$ cat config.mk
export PLATFORM = sky130hd
export DESIGN_NAME = bcd_to_bin_seq
export DESIGN_NICKNAME = d
export VERILOG_FILES = /design/src/rtl/bcd_to_bin_seq_pkg.sv /design/src/rtl/bcd_to_bin_seq_mul10_add.sv /design/src/rtl/bcd_to_bin_seq.sv
export SDC_FILE = /design/constraint.sdc
export NUM_CORES = 1
export LEC_CHECK = 0
export ABC_AREA = 1
export ABC_CLOCK_PERIOD_IN_PS = 4300
export CORE_MARGIN = 2
export CORE_UTILIZATION = 57
export CTS_BUF_LIST = sky130_fd_sc_hd__clkbuf_16
export CTS_CLUSTER_DIAMETER = 80
export CTS_CLUSTER_SIZE = 12
export DETAILED_ROUTE_END_ITERATION = 10
export HOLD_SLACK_MARGIN = 0.12
export PLACE_DENSITY = 0.82
export SYNTH_ARGS = -nofsm -noshare
export SYNTH_HDL_FRONTEND = slang
export SYNTH_HIERARCHICAL = 1
export SYNTH_SLANG_ARGS = --single-unit
$ cat constraint.sdc
create_clock -name clk -period 4.3 [get_ports clk]
set_input_delay 1.075 -clock clk [delete_from_list [all_inputs] [get_ports clk]]
set_output_delay 1.075 -clock clk [all_outputs]
set_load 0.1 [all_outputs]
$ cat src/rtl/bcd_to_bin_seq_pkg.sv
// Shared types and constants for the sequential packed-BCD to binary converter.
package bcd_to_bin_pkg;

  typedef enum logic [1:0] {
    ST_IDLE = 2'd0,
    ST_CONV = 2'd1,
    ST_DONE = 2'd2
  } state_t;

  localparam int unsigned     BCD_DIGIT_W = 4;
  localparam logic [3:0]      BCD_MAX     = 4'd9;

endpackage

$ cat src/rtl/bcd_to_bin_seq_mul10_add.sv
// bcd_mul10_add: combinational acc*10 + digit step with a digit range flag.
// Optional feature macro: BCD_TO_BIN_ERR_CHK_EN (digit range check; when
// undefined the comparator is removed and digit_invalid is constant 0).
module bcd_mul10_add
  import bcd_to_bin_pkg::*;
#(
  parameter int unsigned BIN_W = 14
) (
  input  logic [BIN_W-1:0]       acc,
  input  logic [BCD_DIGIT_W-1:0] digit,
  output logic [BIN_W-1:0]       acc_out,
  output logic                   digit_invalid
);

  logic [BIN_W-1:0] w_x8;
  logic [BIN_W-1:0] w_x2;

  // Multiply by ten as shift-and-add, truncated to BIN_W, then add the digit.
  always_comb begin
    w_x8    = acc << 3;
    w_x2    = acc << 1;
    acc_out = w_x8 + w_x2 + BIN_W'(digit);
  end

`ifdef BCD_TO_BIN_ERR_CHK_EN
  assign digit_invalid = (digit > BCD_MAX);
`else
  assign digit_invalid = 1'b0;
`endif

endmodule

$ cat src/rtl/bcd_to_bin_seq.sv
// bcd_to_bin_seq: converts one packed-BCD word per start pulse into binary,
// one digit per clock, most significant digit first.
// Optional feature macro: BCD_TO_BIN_ERR_CHK_EN (enables digit range
// checking; without it err stays 0 and bin_out is the raw accumulation).
module bcd_to_bin_seq
  import bcd_to_bin_pkg::*;
#(
  parameter int unsigned DIGITS = 4,
  parameter int unsigned BIN_W  = 14
) (
  input  logic                          clk,
  input  logic                          rst,
  input  logic                          start,
  input  logic [BCD_DIGIT_W*DIGITS-1:0] bcd_in,
  output logic                          busy,
  output logic                          done,
  output logic [BIN_W-1:0]              bin_out,
  output logic                          err
);

  localparam int unsigned SR_W  = BCD_DIGIT_W * DIGITS;
  localparam int unsigned CNT_W = (DIGITS > 1) ? $clog2(DIGITS) : 1;

  state_t                   r_state;
  state_t                   w_state_nxt;
  logic [SR_W-1:0]          r_shift;
  logic [BIN_W-1:0]         r_acc;
  logic [CNT_W-1:0]         r_cnt;
  logic                     r_err_flag;
  logic                     r_busy;
  logic                     r_done;
  logic [BIN_W-1:0]         r_bin_out;
  logic                     r_err;
  logic [BIN_W-1:0]         w_acc_nxt;
  logic                     w_dig_inv;
  logic [BCD_DIGIT_W-1:0]   w_digit;

  assign w_digit = r_shift[SR_W-1 -: BCD_DIGIT_W];

  bcd_mul10_add #(
    .BIN_W(BIN_W)
  ) u_mul10_add (
    .acc          (r_acc),
    .digit        (w_digit),
    .acc_out      (w_acc_nxt),
    .digit_invalid(w_dig_inv)
  );

  // State register.
  always_ff @(posedge clk) begin
    if (rst) r_state <= ST_IDLE;
    else     r_state <= w_state_nxt;
  end

  // Next-state logic: IDLE -> CONV -> DONE -> IDLE.
  always_comb begin
    w_state_nxt = r_state;
    case (r_state)
      ST_IDLE: if (start) w_state_nxt = ST_CONV;
      ST_CONV: if (r_cnt == '0) w_state_nxt = ST_DONE;
      ST_DONE: w_state_nxt = ST_IDLE;
      default: w_state_nxt = ST_IDLE;
    endcase
  end

  // Datapath and registered outputs; done/bin_out/err update on the edge leaving DONE.
  always_ff @(posedge clk) begin
    if (rst) begin
      r_shift    <= '0;
      r_acc      <= '0;
      r_cnt      <= '0;
      r_err_flag <= 1'b0;
      r_busy     <= 1'b0;
      r_done     <= 1'b0;
      r_bin_out  <= '0;
      r_err      <= 1'b0;
    end else begin
      r_done <= 1'b0;
      r_busy <= (w_state_nxt != ST_IDLE);
      case (r_state)
        ST_IDLE: begin
          if (start) begin
            r_shift    <= bcd_in;
            r_acc      <= '0;
            r_err_flag <= 1'b0;
            r_cnt      <= CNT_W'(DIGITS - 1);
          end
        end
        ST_CONV: begin
          r_acc   <= w_acc_nxt;
          r_shift <= r_shift << BCD_DIGIT_W;
          if (w_dig_inv) r_err_flag <= 1'b1;
          if (r_cnt != '0) r_cnt <= r_cnt - 1'b1;
        end
        ST_DONE: begin
          r_done    <= 1'b1;
          r_bin_out <= r_err_flag ? '0 : r_acc;
          r_err     <= r_err_flag;
        end
        default: ;
      endcase
    end
  end

  assign busy    = r_busy;
  assign done    = r_done;
  assign bin_out = r_bin_out;
  assign err     = r_err;

endmodule

# --- After elaboration in Yosys (flattened, before gate mapping) ---
# Index checks and enable logic that the tools add are counted.
word_totals:
  reg_bits: 50
  out_inout_bits: 17
  word_cells: 32
classes:
  n_addsub: 3
  n_eq_ne: 4
  muxes: 11
  reduce_logical: 7
op_table:
  columns: ["cell", "count"]
  rows:
  - ["$pmux 16 s2", 1]
  - ["$pmux 14 s2", 1]
  - ["$mux 16", 1]
  - ["$add 14x14->14", 1]
  - ["$add 14x4->14", 1]
  - ["$mux 14", 1]
  - ["$mux 2", 4]
  - ["$pmux 2 s2", 2]
  - ["$reduce_bool 2->1", 3]
  - ["$logic_not 2->1", 2]
  - ["$ne 2x2->1 const B", 2]
  - ["$reduce_and 3->1", 1]
  - ["$eq 2x1->1 const B", 1]
  - ["$eq 2x2->1 const B", 1]
  - ["$reduce_and 2->1", 1]
  - ["$sub 2x1->2 const B", 1]
  - ["$mux 1", 1]

# --- Longest topological paths before layout ---
logic_depth:
  depth_word: 4
  depth_mapped: 14

# --- Cells and area by module ---
# The synthesis kept the hierarchy.
by_module_without_submodules:
  columns: ["module", "instances", "cells_per_inst", "area_each_um2", "seq_area_each_um2"]
  rows:
  - ["bcd_to_bin_seq", 1, 272, 1998.2, 1041.0]
  - ["bcd_mul10_add", 1, 146, 849.6, 0.0]

# --- Worst setup path before layout ---
# Ideal clock, no wire load.
synth_path:
  path_kind: "reg2reg"
  startpoint: "reg r_acc[0]"
  endpoint: "reg r_acc[10]"
  setup_time_ns: 0.132
  arrival_time_ns: 1.938
  t_required_ns: 4.168
  setup_slack_ns: 2.230
  path_stages_with_launch: 13
  n_path_buf: 0
  path_cell_list: "dfxtp_1 inv_1 fa_1 inv_1 fa_1 nand2_1 nand3_1 nand3_1 nand2_1 nand2_1 nand2_1 nand2_1 a21oi_1"
synth_via:
  elab_chain_cells: 3
synth_rtl:
  columns: ["element", "line_no", "rtl"]
  rows:
  - ["start, declared", "bcd_to_bin_seq.sv:27", "logic [BIN_W-1:0] r_acc;"]
  - ["start signal, assigned", "bcd_to_bin_seq.sv:90", "r_acc <= w_acc_nxt;"]
  - ["$add 14x14->14", "bcd_to_bin_seq_mul10_add.sv:22", "acc_out = w_x8 + w_x2 + BIN_W'(digit);"]
  - ["$add 14x4->14", "bcd_to_bin_seq_mul10_add.sv:22", null]
  - ["named net w_acc_nxt[10]", "bcd_to_bin_seq.sv:34", "logic [BIN_W-1:0] w_acc_nxt;"]
  - ["$pmux 14 s2", "bcd_to_bin_seq.sv:80", "case (r_state)"]
# The timed path passes the listed nets, and every way through them passes these cells.
# A chain may end at the register's enable or synchronous reset.

# --- Worst setup path after layout ---
layout_path:
  startpoint: "reg r_bin_out[3] (netlist: bin_out[3])"
  endpoint: "out bin_out[3]"
layout_rtl:
  columns: ["element", "line_no", "rtl"]
  rows:
  - ["start, declared", "bcd_to_bin_seq.sv:32", "logic [BIN_W-1:0] r_bin_out;"]
  - ["start signal, assigned", "bcd_to_bin_seq.sv:97", "r_bin_out <= r_err_flag ? '0 : r_acc;"]
  - ["end, declared", "bcd_to_bin_seq.sv:17", "output logic [BIN_W-1:0] bin_out,"]
# No word-level cell between the ends.

==> flow_metrics.tcl <==
set metrics [dict create \
    status "completed" \
    synth-xor-area-share_pct 1.845 \
    root_buffer "clkbuf_16" \
    grt_usage_pct 24.84 \
    seq_area_frac_synth_pct 36.56 \
    setup_viol 0 \
    yosysMostFrequentCell "nand2_1" \
    synth_area_leader_cell "dfxtp_1" \
    pwr-share-seq_pct 46.5 \
    max_stage_delay_ps 1150 \
    place_congestion 0.8422 \
    cts_buffers 5 \
    fmax_mhz 347.4 \
    yosys_warnings 6 \
    path_cells "clkdlybuf4s50_1" \
    end_kind "output port" \
    synth.top_cell.area_share_pct 36.56 \
    synth_flop_cell "dfxtp_1" \
    clock_skew_ps 5.227 \
    power.density_mw_per_mm2 328.3 \
    synthAdderAreaFrac_pct 11.51 \
    cts_tree "done" \
    port_buffers 35 \
    syn_area_per_cell_um2 6.813 \
    peakVddDrop_mv 0.2626 \
    power_mw 1.111 \
    swShare_pct 25.40 \
    cts_setup_buffers 0 \
    synth.area.mux_share_pct 0 \
    grt_pass1_vias 2352 \
    synth_fp_nets 462 \
    crit_family "buffers and inverters" \
    min_period_ps 2878 \
    synth_top_family_by_area "simple AND/OR/NAND/NOR gates" \
    post-place-ws_ps 1450 \
    cts_max_level 2 \
    cts_hold_buffers 0 \
    hold_violations 0 \
    period_share_pct 66.94 \
    setup_ws_ps 1422 \
    cts_resized 0 \
    placed_cell_area_mm2 0.003217 \
    fin_area_mm2 0.003385 \
    instances_no_fill 514 \
    synthCells 418 \
    vias 2676 \
    area_delta_synth_final_pct 18.85 \
    core.rowCount 25 \
    cp-start-kind "flip-flop" \
    netlist_area_mm2 0.002848 \
    max_cap_viol_count 0 \
    path_buf_inv 1 \
    drtAntennaViolNets 0 \
    rsz0062_at_grt "false" \
    synthArstFlopShare_pct 0 \
    fin_nets 490 \
    grt_pass1_wl_mm 10.61 \
    die-area_mm2 0.005577 \
    fillCellCount 417 \
    die_w_um 74.68 \
    pwr-share-comb_pct 13.2 \
    ios 36 \
    start_util_pct 59.50 \
    p_switching_mw 0.2822 \
    grt_max_degree 27 \
    synth_edf_count 0 \
    drt_iter0_drc 221 \
    clk_pin_slew_ps 70 \
    core_region_area_mm2 0.004786 \
    dieHeight_um 74.68 \
    routed_wl_mm 6.318 \
    arrival_ps 1800 \
    cp_max_fo 2 \
    post_route_cells_drive_above_1_share_pct 3.356 \
    slew_headroom_pct 31.12 \
    ys_types 24 \
    synthSimpleGateAreaFrac_pct 35.59 \
    dpl.cell_count 506 \
    synth_area_leaders "dfxtp_1 37%, nand2_1 18%, nand3_1 11%" \
    remaining_drc_errors 0 \
    leakagePower_nw 1.717 \
    intPower_mw 0.8288 \
    max_slew.worst_pin.slew_ps 1032 \
    clk_latency_ps 290 \
    path_class "reg -> out" \
    critPathSlowestCell "clkdlybuf4s50_1" \
    pwr-share-clk_pct 40.2 \
    synth_common_cells "140 x nand2_1, 60 x nand3_1, 52 x dfxtp_1" \
    drt-wirelength-per-cell_um 12.29 \
    antenna_found_initial 0 \
    clockBufferDepth 2 \
    min_path_type "reg -> reg" \
    synth_seq_cells 52 \
    fin_setup_tns_ps 0 \
    antenna_cells 0 \
    cts.sinks 52 \
    grt_overflow_total 0 \
    synth_compound_area_share_pct 5.624 \
    slew_violations 0 \
    drt_pass1_iterations 4 \
    avgViaCountPerCell 5.206 \
    cp.required_ps 3220 \
    dpl.hpwl_mm 4.509 \
]
[metal layers]
layer  share of wire [%]  global-route usage [%]  wire length, um
met4                 1.4                   7.341               87
met3                 3.8                   4.016              238
met5                   0                       0                0
met2                  48                   40.22             3030
met1                  47                   34.42             2962
[cells by family after synthesis]
| kind of cell | count (synthesis) |
|---|---|
| other | 1 |
| AO/OA/AOI/OAI | 32 |
| adder cells (fa/ha/maj) | 25 |
| XOR/XNOR | 6 |
| flip-flops | 52 |
| AND/OR/NAND/NOR | 242 |
| buffers and inverters | 60 |
[stage by stage]
| stage | util, % | hold WS (ps) |
|---|---|---|
| after global routing | 70.72 | 489.9 |
| final | 70.72 | 467.3 |
| after global placement | 67.22 | 451.3 |
| after detailed placement | 67.22 | 460.5 |
| after floorplan | - | 439.7 |
| after CTS | 70.72 | 467.9 |
[worst register-to-register path: cells and delay by family (launching register included)]
family,cells,cell delay (ps)
compound gates,1,170
flops,1,440
fa+ha+maj,2,1040
buf+inv,2,170
simple gates,6,490
[power by group through the flow]
stage	clock network [mW]	registers (mW)	logic [mW]
global placement	0	0.527	0.142
detailed placement	0	0.527	0.145
global route	0.467	0.519	0.165
finish	0.447	0.517	0.147
CTS	0.451	0.517	0.147
floorplan	0	0.535	0.0969
[cells in the final DEF, fill, tap and decap left out, types with 2 or more instances in the layout]
master,count
nand2_1,140
nand3_1,60
dfxtp_1,52
inv_1,43
clkdlybuf4s50_1,35
nor2_1,31
a21oi_1,24
ha_1,23
o21ai_0,7
clkbuf_16,5
xor2_1,5
nand4_1,4
buf_4,3
nor2_2,2
nor3_1,2
fa_1,2
[sequential cells by signal, indices dropped and copies added, names as in the netlist, 2 cells and up]
| signal | flops |
|---|---|
| r_state | 2 |
| bin_out | 14 |
| r_cnt | 2 |
| r_acc | 14 |
| r_shift | 16 |
[area by class of cell]
| class | instances | area [um2] | area share [%] |
|---|---|---|---|
| timing repair buffer | 38 | 372.9 | 11.02 |
| clock buffer | 5 | 125.1 | 3.697 |
| clock inverter | 3 | 42.54 | 1.257 |
| sequential | 52 | 1041 | 30.76 |
| inverter | 43 | 161.4 | 4.769 |
| multi-input combinational | 306 | 1558 | 46.03 |
| tap | 67 | 83.83 | 2.477 |
[worst paths after layout]
path,startpoint,endpoint,slack [ps],cells past startpoint
worst max-delay path,bin_out[3],bin_out[3],1420,1
worst min-delay path,r_acc[13],bin_out[13],470,2
worst max register to register,r_acc[0],r_acc[10],1930,11
worst min register to register,r_acc[13],bin_out[13],470,2
(Power assumes the default switching activity.)
